[src/rtl/pkt_arb_pkg.sv]
// rtl/pkt_arb_pkg.sv - shared types for the packet round-robin arbiter
package pkt_arb_pkg;

    typedef enum logic {
        ST_IDLE = 1'b0,
        ST_LOCK = 1'b1
    } arb_state_t;

    // Index following ptr, wrapping at np.
    function automatic int rr_next(input int ptr, input int step, input int np);
        return (ptr + step) % np;
    endfunction

endpackage

[src/rtl/pkt_rr_arb_pick.sv]
// rtl/pkt_rr_arb_pick.sv - round-robin picker: request vector + pointer -> one-hot grant and index
//
// Ports:
//   req  - request vector, one bit per port
//   ptr  - index of the last winner; search starts at ptr+1
//   gnt  - one-hot grant (all zero when no request)
//   idx  - binary index of the granted port
//   any  - at least one request present
module pkt_rr_arb_pick
    import pkt_arb_pkg::*;
#(
    parameter int NP = 4
) (
    input  logic [NP-1:0]         req,
    input  logic [$clog2(NP)-1:0] ptr,
    output logic [NP-1:0]         gnt,
    output logic [$clog2(NP)-1:0] idx,
    output logic                  any
);

    localparam int IW = $clog2(NP);

    logic found;

    // Walk ptr+1 .. ptr+NP; the last step wraps back to ptr itself so a
    // lone persistent requester keeps winning.
    always_comb begin
        gnt   = '0;
        idx   = '0;
        found = 1'b0;
        for (int i = 1; i <= NP; i++) begin
            if (!found && req[rr_next(int'(ptr), i, NP)]) begin
                found = 1'b1;
                gnt[rr_next(int'(ptr), i, NP)] = 1'b1;
                idx = IW'(rr_next(int'(ptr), i, NP));
            end
        end
    end

    assign any = found;

endmodule

[src/rtl/pkt_rr_arb.sv]
// rtl/pkt_rr_arb.sv - packet-locked round-robin merge of NP input streams into one registered stream
//
// Ports:
//   clk_i, rst_i          - clock and synchronous active-high reset
//   arb_en_i              - allows new grants; an in-flight packet always completes
//   in_data_i             - per-port data, port k at [k*DW +: DW]
//   in_vld_i, in_last_i   - per-port valid and end-of-packet marker
//   in_rdy_o              - per-port ready, only the locked port can see ready
//   out_data_o, out_vld_o,
//   out_last_o, out_src_o - registered merged stream and the source port of each beat
//   out_rdy_i             - downstream ready
//   busy_o                - a packet is locked
module pkt_rr_arb
    import pkt_arb_pkg::*;
#(
    parameter int NP = 4,
    parameter int DW = 32
) (
    input  logic                  clk_i,
    input  logic                  rst_i,
    input  logic                  arb_en_i,
    input  logic [NP*DW-1:0]      in_data_i,
    input  logic [NP-1:0]         in_vld_i,
    input  logic [NP-1:0]         in_last_i,
    output logic [NP-1:0]         in_rdy_o,
    output logic [DW-1:0]         out_data_o,
    output logic                  out_vld_o,
    output logic                  out_last_o,
    input  logic                  out_rdy_i,
    output logic [$clog2(NP)-1:0] out_src_o,
    output logic                  busy_o
);

    localparam int IW = $clog2(NP);

    arb_state_t    state;
    logic [IW-1:0] gnt_idx;
    logic [NP-1:0] gnt_oh;
    logic [IW-1:0] rr_ptr;

    logic [NP-1:0] pick_gnt;
    logic [IW-1:0] pick_idx;
    logic          pick_any;

    logic          slot_free;
    logic          accept;
    logic          accept_last;
    logic [DW-1:0] sel_data;

    pkt_rr_arb_pick #(
        .NP (NP)
    ) u_pick (
        .req (in_vld_i),
        .ptr (rr_ptr),
        .gnt (pick_gnt),
        .idx (pick_idx),
        .any (pick_any)
    );

    // The output register can take a beat when empty or being drained now.
    assign slot_free   = !out_vld_o || out_rdy_i;
    assign in_rdy_o    = (state == ST_LOCK && slot_free) ? gnt_oh : '0;
    assign accept      = |(in_vld_i & in_rdy_o);
    assign accept_last = |(in_vld_i & in_rdy_o & in_last_i);
    assign sel_data    = in_data_i[gnt_idx*DW +: DW];
    assign busy_o      = (state == ST_LOCK);

    always_ff @(posedge clk_i) begin
        if (rst_i) begin
            state      <= ST_IDLE;
            gnt_idx    <= '0;
            gnt_oh     <= '0;
            rr_ptr     <= IW'(NP - 1);
            out_data_o <= '0;
            out_vld_o  <= 1'b0;
            out_last_o <= 1'b0;
            out_src_o  <= '0;
        end else begin
            if (accept) begin
                out_data_o <= sel_data;
                out_last_o <= accept_last;
                out_src_o  <= gnt_idx;
                out_vld_o  <= 1'b1;
            end else if (out_vld_o && out_rdy_i) begin
                out_vld_o  <= 1'b0;
            end

            case (state)
                ST_IDLE: begin
                    if (arb_en_i && pick_any) begin
                        state   <= ST_LOCK;
                        gnt_idx <= pick_idx;
                        gnt_oh  <= pick_gnt;
                        rr_ptr  <= pick_idx;
                    end
                end
                ST_LOCK: begin
                    // Only the last beat releases the lock; valid gaps and
                    // arb_en_i dropping do not.
                    if (accept_last) begin
                        state <= ST_IDLE;
                    end
                end
                default: state <= ST_IDLE;
            endcase
        end
    end

endmodule

[config.mk]
export PLATFORM = sky130hd
export DESIGN_NAME = pkt_rr_arb
export DESIGN_NICKNAME = d
export VERILOG_FILES = /design/src/rtl/pkt_arb_pkg.sv /design/src/rtl/pkt_rr_arb_pick.sv /design/src/rtl/pkt_rr_arb.sv
export SDC_FILE = /design/constraint.sdc
export NUM_CORES = 1
export LEC_CHECK = 0
export BUFFER_PORTS_ARGS = -buffer_cell sky130_fd_sc_hd__buf_4
export CORE_ASPECT_RATIO = 1.75
export CORE_MARGIN = 8
export CORE_UTILIZATION = 39
export DETAILED_ROUTE_END_ITERATION = 8
export PLACE_DENSITY = 0.87
export SYNTH_ARGS = -nofsm -noshare
export SYNTH_HDL_FRONTEND = slang
export SYNTH_SLANG_ARGS = --single-unit
export TNS_END_PERCENT = 10
[constraint.sdc]
create_clock -name clk_i -period 2.38 [get_ports clk_i]
set_clock_uncertainty 0.2 [all_clocks]
set_input_delay 0.238 -clock clk_i [delete_from_list [all_inputs] [get_ports clk_i]]
set_output_delay 0.238 -clock clk_i [all_outputs]
set_load 0.005 [all_outputs]
Yosys cells after proc, flatten, opt, wreduce, memory -nomap -nowiden
Cells that the tools add are included.
{"block": "totals", "reg_bits": 45, "in_bits": 140, "output_inout_bits": 41}
{"block": "classes", "add_sub_neg": 4, "n_lt_le_gt_ge": 8, "shifts": 1, "mux": 38, "bitwise_logic": 10, "n_reduce_logical": 23}
{"operator": "$shiftx 128x8->32", "count": 1}
{"operator": "$mux 1", "count": 20}
{"operator": "$mux 4", "count": 5}
{"operator": "$lt 3x4->1 const B", "count": 4}
{"operator": "$ge 3x1->1 const B", "count": 4}
{"operator": "$or 4x4->4", "count": 3}
{"operator": "$logic_and 1x1->1", "count": 10}
{"operator": "$and 4x4->4", "count": 2}
{"operator": "$bmux 1 s2", "count": 4}
{"operator": "$demux 1 s2", "count": 4}
{"operator": "$mux 2", "count": 4}
{"operator": "$reduce_or 2->1", "count": 4}
{"operator": "$reduce_or 4->1", "count": 2}
{"operator": "$add 2x1->2 const B", "count": 2}
{"operator": "$add 2x2->2 const B", "count": 2}
{"operator": "$and 1x1->1 const A", "count": 4}
{"operator": "$logic_not 1->1", "count": 4}
{"operator": "$pmux 1 s2", "count": 1}
{"operator": "$reduce_and 2->1", "count": 1}
{"operator": "$reduce_bool 2->1", "count": 1}
{"operator": "$logic_or 1x1->1", "count": 1}
{"operator": "$not 1->1", "count": 1}

Depth between registers and ports, before layout
Gate-level depths: netlist of run 1.
{"block": "logic_depth", "word_depth": 19, "mapped_depth": 9, "ltp_nobuf": 7}

By module
A second synthesis of run 1 with hierarchy kept.
{"block": "unflattened", "hier_cells": 330, "hier_area_um2": 3078.0}
{"module": "pkt_rr_arb", "instances": 1, "cells_each": 244, "area_each_um2": 2448.6}
{"module": "pkt_rr_arb_pick", "instances": 1, "cells_each": 86, "area_each_um2": 629.4}

Worst setup path before layout of run 1
No wires, ideal clock.
{"block": "synth_path", "path_kind": "register to register", "from": "register rr_ptr[0]", "to": "register gnt_oh[0]", "setup_time_ps": 86, "arrival_ps": 2121, "t_required_ps": 2094, "slack_ps": -26, "path_stages_with_launch": 10, "path_buffers": 2, "synth_period_minus_slack_ps": 2406, "cell_sequence": "dfxtp_1 > buf_4 > inv_2 > ha_1 > buf_2 > inv_1 > or3_1 > a311oi_4 > a21oi_1 > a211oi_1"}
{"block": "synth_between", "elab_chain_cells": 16, "word_cells_on_any_way": 63, "cone_classes": "add/sub (4); order compare (8); mux (28); bitwise (7); reduce/logical (16)"}
{"element": "from (decl)", "line": "pkt_rr_arb.sv:39", "text": "logic [IW-1:0] rr_ptr;"}
{"element": "from (signal assigned)", "line": "pkt_rr_arb.sv:73", "text": "rr_ptr <= IW'(NP - 1);"}
{"element": "from (signal assigned)", "line": "pkt_rr_arb.sv:94", "text": "rr_ptr <= pick_idx;"}
{"element": "branches (longest 16 deep; another with $lt 3x4->1)"}
{"element": "to (signal assigned)", "line": "pkt_rr_arb.sv:93", "text": "gnt_oh <= pick_gnt;"}
{"element": "to (decl)", "line": "pkt_rr_arb.sv:38", "text": "logic [NP-1:0] gnt_oh;"}
Parallel ways; which one is timed is not known. The select of a mux whose other input is x is not followed.
A chain may end at the register's enable or synchronous reset.

Worst setup path after layout of run 1
{"block": "layout_path", "from": "register rr_ptr[1]", "to": "register gnt_oh[3]"}
Same word-level chain as after synthesis.

==> metrics.txt, run 1 <==
Post-Syn Instances=306; family with the most delay on the worst path=compound AO/OA/AOI/OAI gates; Worst Path Max Fanout=8; Seq cells post-synth=45; status=finished, final reports clean; worst hold slack=roughly 0.18 ns; Cell variety after synth=35; Final Non-Filler Cells=561; fmax=452 MHz; Avg Inst Size Synth=9.38 um^2; via count=3083; drt first pass iters=4; Synth Flop Type=dfxtp_1; critical-path cell list=inv_1 > ha_4 > inv_1 > or3_1 > a311oi_4 > a21oi_1 > a211oi_1; Post-Syn Nets=454; setup slack, reg-to-reg=0.17 ns; cells taking the most area after synthesis=dfxtp_1 (31%), mux4_2 (26%), nand2_1 (11%); Post-synth EDFFs=0; First DRT Iteration DRCs=approximately 140; initial antenna violation count=0; Post-synth top cells=nand2_1 (81), a21oi_1 (45), dfxtp_1 (45), mux4_2 (33), buf_2 (13); fin crit share=0.929; Initial Util=0.399; critical path startpoint=rr_ptr[1]$_SDFFE_PP1P_; Placed Cells=553; clock network power share=0.296; setup slack after layout=between 0.15 and 0.2 ns; CTS tree=yes; pre-CTS WS=roughly 0.072 ns; Power Dens Cells=531 nW/um^2; Seq/Total Area, Yosys=0.314; gr usage total=0.201; antenna cells=0; setup TNS=0 ns; CP dominant cell by count=inv_1; TritonCTS Sinks=45; final setup fails=0; I/O pins=181; top cell type's share of synthesized area=0.314; combinational power share=0.348; Net Sw Power=0.680 mW; largest family of logic cells by synthesized area=multiplexers; Fin. Hold Viols=0; Setup CP Type=flop to flop; Antenna Nets Post-Route=0; Worst Path Required=2.37 ns; Clock transition at path regs=0.06 ns; mux contribution to synthesized area=0.274; Hold-fix buffers, CTS=0; Via density=between 5 and 6; area leader, netlist=dfxtp_1; Placer Congestion=0.925; startpoint types=flop; # DRC=0; multi-input logic area=1830 um^2; switch share=0.289; MaxCap Viol Count=0; buffer and inverter count on the worst path=2; Worst-Margin Slew=around 0.69 ns; vias in the first global route=between 3000 and 4000; Async SR Flop Fraction=0; Slew HR=0.535; overall power=2.35 mW; largest net degree at the start of global routing=46; area grow syn2layout=54.3%; fill cell count=609; H-tree depth=2; Worst path slowest cell=ha_4; Root Buffer=clkbuf_16; Chip Width=80.8 um; die height=129 um; HP Start=rst_i; top-count cell post-synth=nand2_1; PortBufs=180; FF-to-FF Start=rr_ptr[1]$_SDFFE_PP1P_; final WL=11100 um; Remaining Overflow, GRT=0; fin. max-slew vios=0; Final #Nets=622; Core Area=7180 um^2; Ys Warns=0; Max clock buf depth=2; Final Critical Period=2.21 ns; Clk Latency, worst-skew pair=0.28 ns; CTS Buf Count=5; leakage=1.90 nW; standard-cell rows=a little over 40; first-pass GRT wire length=approximately 17000 um; sequential standard cell area=903 um^2; share of cells above drive strength 1=0.499; xor/xnor share of the synthesized area=0; compound-cell area share of the yosys netlist=0.154; simple-gate portion of the synthesized area=0.171; Critical Path AT=2.20 ns; CP Capture Type=flop; unrepaired setup endpoints after global routing=false; full die area=10500 um^2; hold crit path type=input port to flop; Avg WL per Cell=19.7 um; Synth Cell Area=between 2000 and 3000 um^2; area share of fa/ha/maj cells after synthesis=0.0349; Final HPWL DP=8950 um; Pint=1.67 mW; Flop pwr share=0.356; max incr delay on CP=~0.35 ns; Peak VDD IR=0.427 mV
[cells by family (layout without fill, tap and decap cells)]
kind of cell	after synthesis	count (layout)
multiplexers	37	37
flip-flops	45	45
adder cells (fa/ha/maj)	8	8
AO/OA/AOI/OAI	69	69
AND/OR/NAND/NOR	114	114
buffers and inverters	33	202
[final cells by class]
class,count,area share
Clock inverter,2,0.00311
Tap cell,86,0.0243
Multi-Input combinational cell,228,0.413
Timing Repair Buffer,188,0.319
Clock buffer,6,0.0314
Inverter,6,0.00509
Sequential cell,45,0.204
[final timing paths]
| check | end | cells past startpoint |
|---|---|---|
| hold reg to reg | out_data_o[30]$_SDFFE_PP0P_ | 2 |
| hold / removal | busy_o$_SDFF_PP0_ | 2 |
| setup reg to reg | gnt_oh[3]$_SDFFE_PP0P_ | 7 |
| setup / recovery | gnt_oh[3]$_SDFFE_PP0P_ | 7 |
[worst reg2reg max path: stages (launching register included)]
cell      delay, ns
dfxtp_1        0.32
inv_1          0.13
ha_4           0.35
inv_1          0.06
or3_1          0.35
a311oi_4       0.34
a21oi_1        0.16
a211oi_1       0.22
[cell usage in the layout (no fill, tap or decap), types with 2 or more instances in the layout]
cell type / n
nor3b_1: 2
mux2i_1: 3
inv_1: 5
clkbuf_16: 5
mux4_2: 33
nor3_1: 4
and3b_1: 4
and3_1: 4
nand2_1: 81
a31oi_1: 2
a211oi_1: 4
o211ai_1: 4
ha_1: 7
dfxtp_2: 2
o21ai_1: 3
dfxtp_1: 43
a41o_1: 2
a21oi_1: 45
nand3_1: 5
a221oi_1: 4
buf_4: 188
nor2_1: 10
[power groups by stage]
stage | Clock (mW) | Sequential (mW) | Combinational, mW
after floorplan | 0 | 0.854 | 0.472
after global placement | 0 | 0.851 | 0.780
after detailed placement | 0 | 0.853 | 0.805
after CTS | 0.711 | 0.837 | 0.807
after global routing | 0.743 | 0.843 | 0.883
final | 0.697 | 0.838 | 0.818
[sequential cells by signal (all words and copies together), names as in the netlist]
name and cells:
out_last_o 1, gnt_oh 4, out_vld_o 1, out_data_o 32, rr_ptr 2, out_src_o 2, busy_o 1, gnt_idx 2
[metal layers]
layer	routed length, um	vias to the layer above	track usage
li1	-	1450	-
met1	3840	1476	0.202
met5	0	-	0
met2	6130	128	0.377
met4	397	0	0.0910
met3	699	29	0.0409
[through the flow]
| stage | util | area (um^2) |
|---|---|---|
| 6_report | 0.616 | 4430 |
| 5_1_grt | 0.616 | 4430 |
| 4_1_cts | 0.615 | 4410 |
| 3_5_place_dp | 0.593 | 4260 |
| 3_3_place_gp | 0.593 | 4260 |
| 2_1_floorplan | - | 2870 |
[what timing repair did]
| action | CTS | global route |
|---|---|---|
| endpoints found under the setup margin | 0 | 4 |
| resized for setup | 0 | 2 |
| buffers inserted | 0 | 0 |
No activity file was read; power rests on OpenSTA's default activity.
==> run 2: changes to the inputs <==
--- a/config.mk
+++ b/config.mk
@@ -6,7 +6,6 @@
 export NUM_CORES = 1
 export LEC_CHECK = 0
 export BUFFER_PORTS_ARGS = -buffer_cell sky130_fd_sc_hd__buf_4
-export CORE_ASPECT_RATIO = 1.75
 export CORE_MARGIN = 8
 export CORE_UTILIZATION = 39
 export DETAILED_ROUTE_END_ITERATION = 8
==> metrics.txt, run 2 (synthesis gave the netlist of run 1 again) <==
Initial Util=0.400 (about the same); Setup CP Type=flop to flop; leakage=1.88 nW (-0.85%); switch share=0.297 (+0.00760); H-tree depth=2 (unchanged); Chip Width=102 um (+26%); Pint=1.52 mW (-9.2%); full die area=10400 um^2 (-1.0%); setup TNS=0 ns (unchanged); max incr delay on CP=0.35 ns (about the same); Final HPWL DP=8010 um (-11%); Hold Path Stages=3 (+1); Placed Cells=567 (+2.5%); antenna cells=0 (unchanged); standard-cell rows=31 (-24%); Power Dens Cells=489 nW/um^2 (-7.9%); Hold-fix buffers, CTS=0 (unchanged); Final Critical Period=2.16 ns (-0.0542 ns); I/O pins=181 (unchanged); Slew HR=0.677 (+0.142); area grow syn2layout=53.8%; Fin. Hold Viols=0 (unchanged); HP Start=out_rdy_i; hold crit path type=input port to flop; most frequent cells in the layout=buf_4 (189), nand2_1 (81), a21oi_1 (45); fin. max-slew vios=0 (unchanged); Worst R2R End=gnt_oh[1]$_SDFFE_PP0P_; Worst Path Max Fanout=8 (unchanged); Via density=5.30 (-3.6%); postcts setup bufs=0 (unchanged); clock network power share=0.239 (-0.057); die height=102 um (-21%); Remaining Overflow, GRT=0 (unchanged); commonest non-fill, non-tap cell in the layout=buf_4; drt first pass iters=5 (+1); # DRC=0 (unchanged); overall power=2.16 mW (-8.3%); Clock transition at path regs=0.08 ns (+0.02 ns); First DRT Iteration DRCs=107 (-25%); CTS tree=yes; worst reg2reg path depth=7 (unchanged); first-pass GRT wire length=15700 um (-5.5%); max reg flops=32 (unchanged); startpoint types=flop; Top Usage Layer GRT=met2; M1 GR Usage=0.202 (-0.000292); FF-to-FF Start=rr_ptr[1]$_SDFFE_PP1P_; fill cell count=618 (+1.5%); Worst Path Required=2.39 ns (+0.02 ns); critical-path cell list=inv_1 > ha_4 > inv_1 > or3_1 > a311oi_4 > a21oi_1 > a211oi_1; Placer Congestion=0.850 (-8.0%); largest net degree at the start of global routing=46 (unchanged); Peak VDD IR=0.236 mV (-45%); Avg WL per Cell=17.5 um (-11%); CP Capture Type=flop; Worst path slowest cell=ha_4; TritonCTS Sinks=45 (unchanged); setup slack after layout=0.223 ns (+0.0542 ns); PortBufs=180 (unchanged); fin crit share=0.906 (-0.0228); setup slack, reg-to-reg=0.22 ns (+0.05 ns); gr usage total=0.190 (-0.0112); Worst-Margin Slew=0.476 ns (-0.215 ns); Net Sw Power=0.640 mW (-5.8%); unrepaired setup endpoints after global routing=false; multi-input logic area=1840 um^2 (+0.62%); CTS Buf Count=5 (unchanged); MaxCap Viol Count=0 (unchanged); vias in the first global route=3237 (-4.5%); Top Registers=out_data_o (32), gnt_oh (4); M3 GR Usage=0.0557 (+0.0148); via count=3046 (-1.2%); Largest Register=out_data_o; pre-CTS WS=0.0976 ns (+0.0255 ns); Hold Path Sink=out_vld_o$_SDFFE_PP0P_; Final #Nets=623 (+0.16%); Core Area=7180 um^2 (about the same); final WL=10100 um (-8.9%); Final Non-Filler Cells=575 (+2.5%); Max clock buf depth=2 (unchanged); fmax=464 MHz (+2.5%); CP dominant cell by count=inv_1; Antenna Nets Post-Route=0 (unchanged); Root Buffer=clkbuf_8; Critical Path AT=2.16 ns (-0.04 ns); initial antenna violation count=0 (unchanged); Flop pwr share=0.389 (+0.033); final setup fails=0 (unchanged); status=finished, final reports clean; Clk Latency, worst-skew pair=0.29 ns (about the same); GR Util met2=0.359 (-0.0180); share of cells above drive strength 1=0.502 (+0.00315); combinational power share=0.371 (+0.023); sequential standard cell area=905 um^2 (+0.14%)
==> run 2: changes by cell type in the layout (fill, tap and decap cells not counted), sizes merged <==
cell	previous run	this run
buf	188	189
clkbuf	6	7
clkinv	2	1
==> run 2: worst max path at each step <==
stage	from	cells after the start	slack, ns	endpoint
floorplan	rr_ptr[0]$_SDFFE_PP1P_	9	0.05	gnt_oh[0]$_SDFFE_PP0P_
global placement	rr_ptr[1]$_SDFFE_PP1P_	7	0.20	gnt_oh[0]$_SDFFE_PP0P_
detailed placement	rr_ptr[1]$_SDFFE_PP1P_	7	0.1	gnt_oh[1]$_SDFFE_PP0P_
CTS	rr_ptr[1]$_SDFFE_PP1P_	7	0.1	gnt_oh[1]$_SDFFE_PP0P_
global route	rr_ptr[1]$_SDFFE_PP1P_	7	0.07	gnt_oh[3]$_SDFFE_PP0P_
finish	rr_ptr[1]$_SDFFE_PP1P_	7	0.22	gnt_oh[1]$_SDFFE_PP0P_
==> run 2: layer usage <==
| metal | wire length (um) | up-vias |
|---|---|---|
| met5 | 0 | - |
| met4 | 61 | 0 |
| met3 | 822 | 6 |
| met2 | 5440 | 120 |
| met1 | 3770 | 1466 |
| li1 | - | 1454 |
==> run 2: repair_timing <==
action,CTS,global route
endpoints found under the setup margin,0,4
hold endpoints to repair,0,0
resized for setup,0,2
==> run 2: final cells by class <==
| type | count | area share |
|---|---|---|
| Multi-Input combinational cell | 228 | 0.417 |
| Timing Repair Buffer | 189 | 0.322 |
| Sequential cell | 45 | 0.205 |
| Tap cell | 99 | 0.0281 |
| Clock buffer | 7 | 0.0218 |
| Inverter | 6 | 0.00510 |
| Clock inverter | 1 | 0.00113 |
==> run 2: worst max-delay path, delay by kind of cell, from the launching register on <==
kind / cells / cell delay [ns]
AOI/OAI and AO/OA: 3 / 0.67
and+or+nand+nor: 1 / 0.35
buffers and inverters: 2 / 0.18
adders and majority gates: 1 / 0.35
DFF: 1 / 0.33
==> run 2: power groups by stage <==
stage	sequential [mW]	combinational (mW)	clock, mW
detailed placement	0.858	0.795	0
finish	0.840	0.801	0.516
floorplan	0.854	0.472	0
CTS	0.841	0.797	0.537
global placement	0.856	0.775	0
global route	0.849	0.873	0.567
==> run 2: per-stage QoR <==
stage | hold WS [ns] | cell area (um^2) | utilization
2_1_floorplan | 0.253 | 2870 | -
3_3_place_gp | 0.242 | 4300 | 0.599
3_5_place_dp | 0.247 | 4300 | 0.599
4_1_cts | 0.111 | 4400 | 0.613
5_1_grt | 0.157 | 4410 | 0.615
6_report | 0.128 | 4410 | 0.615
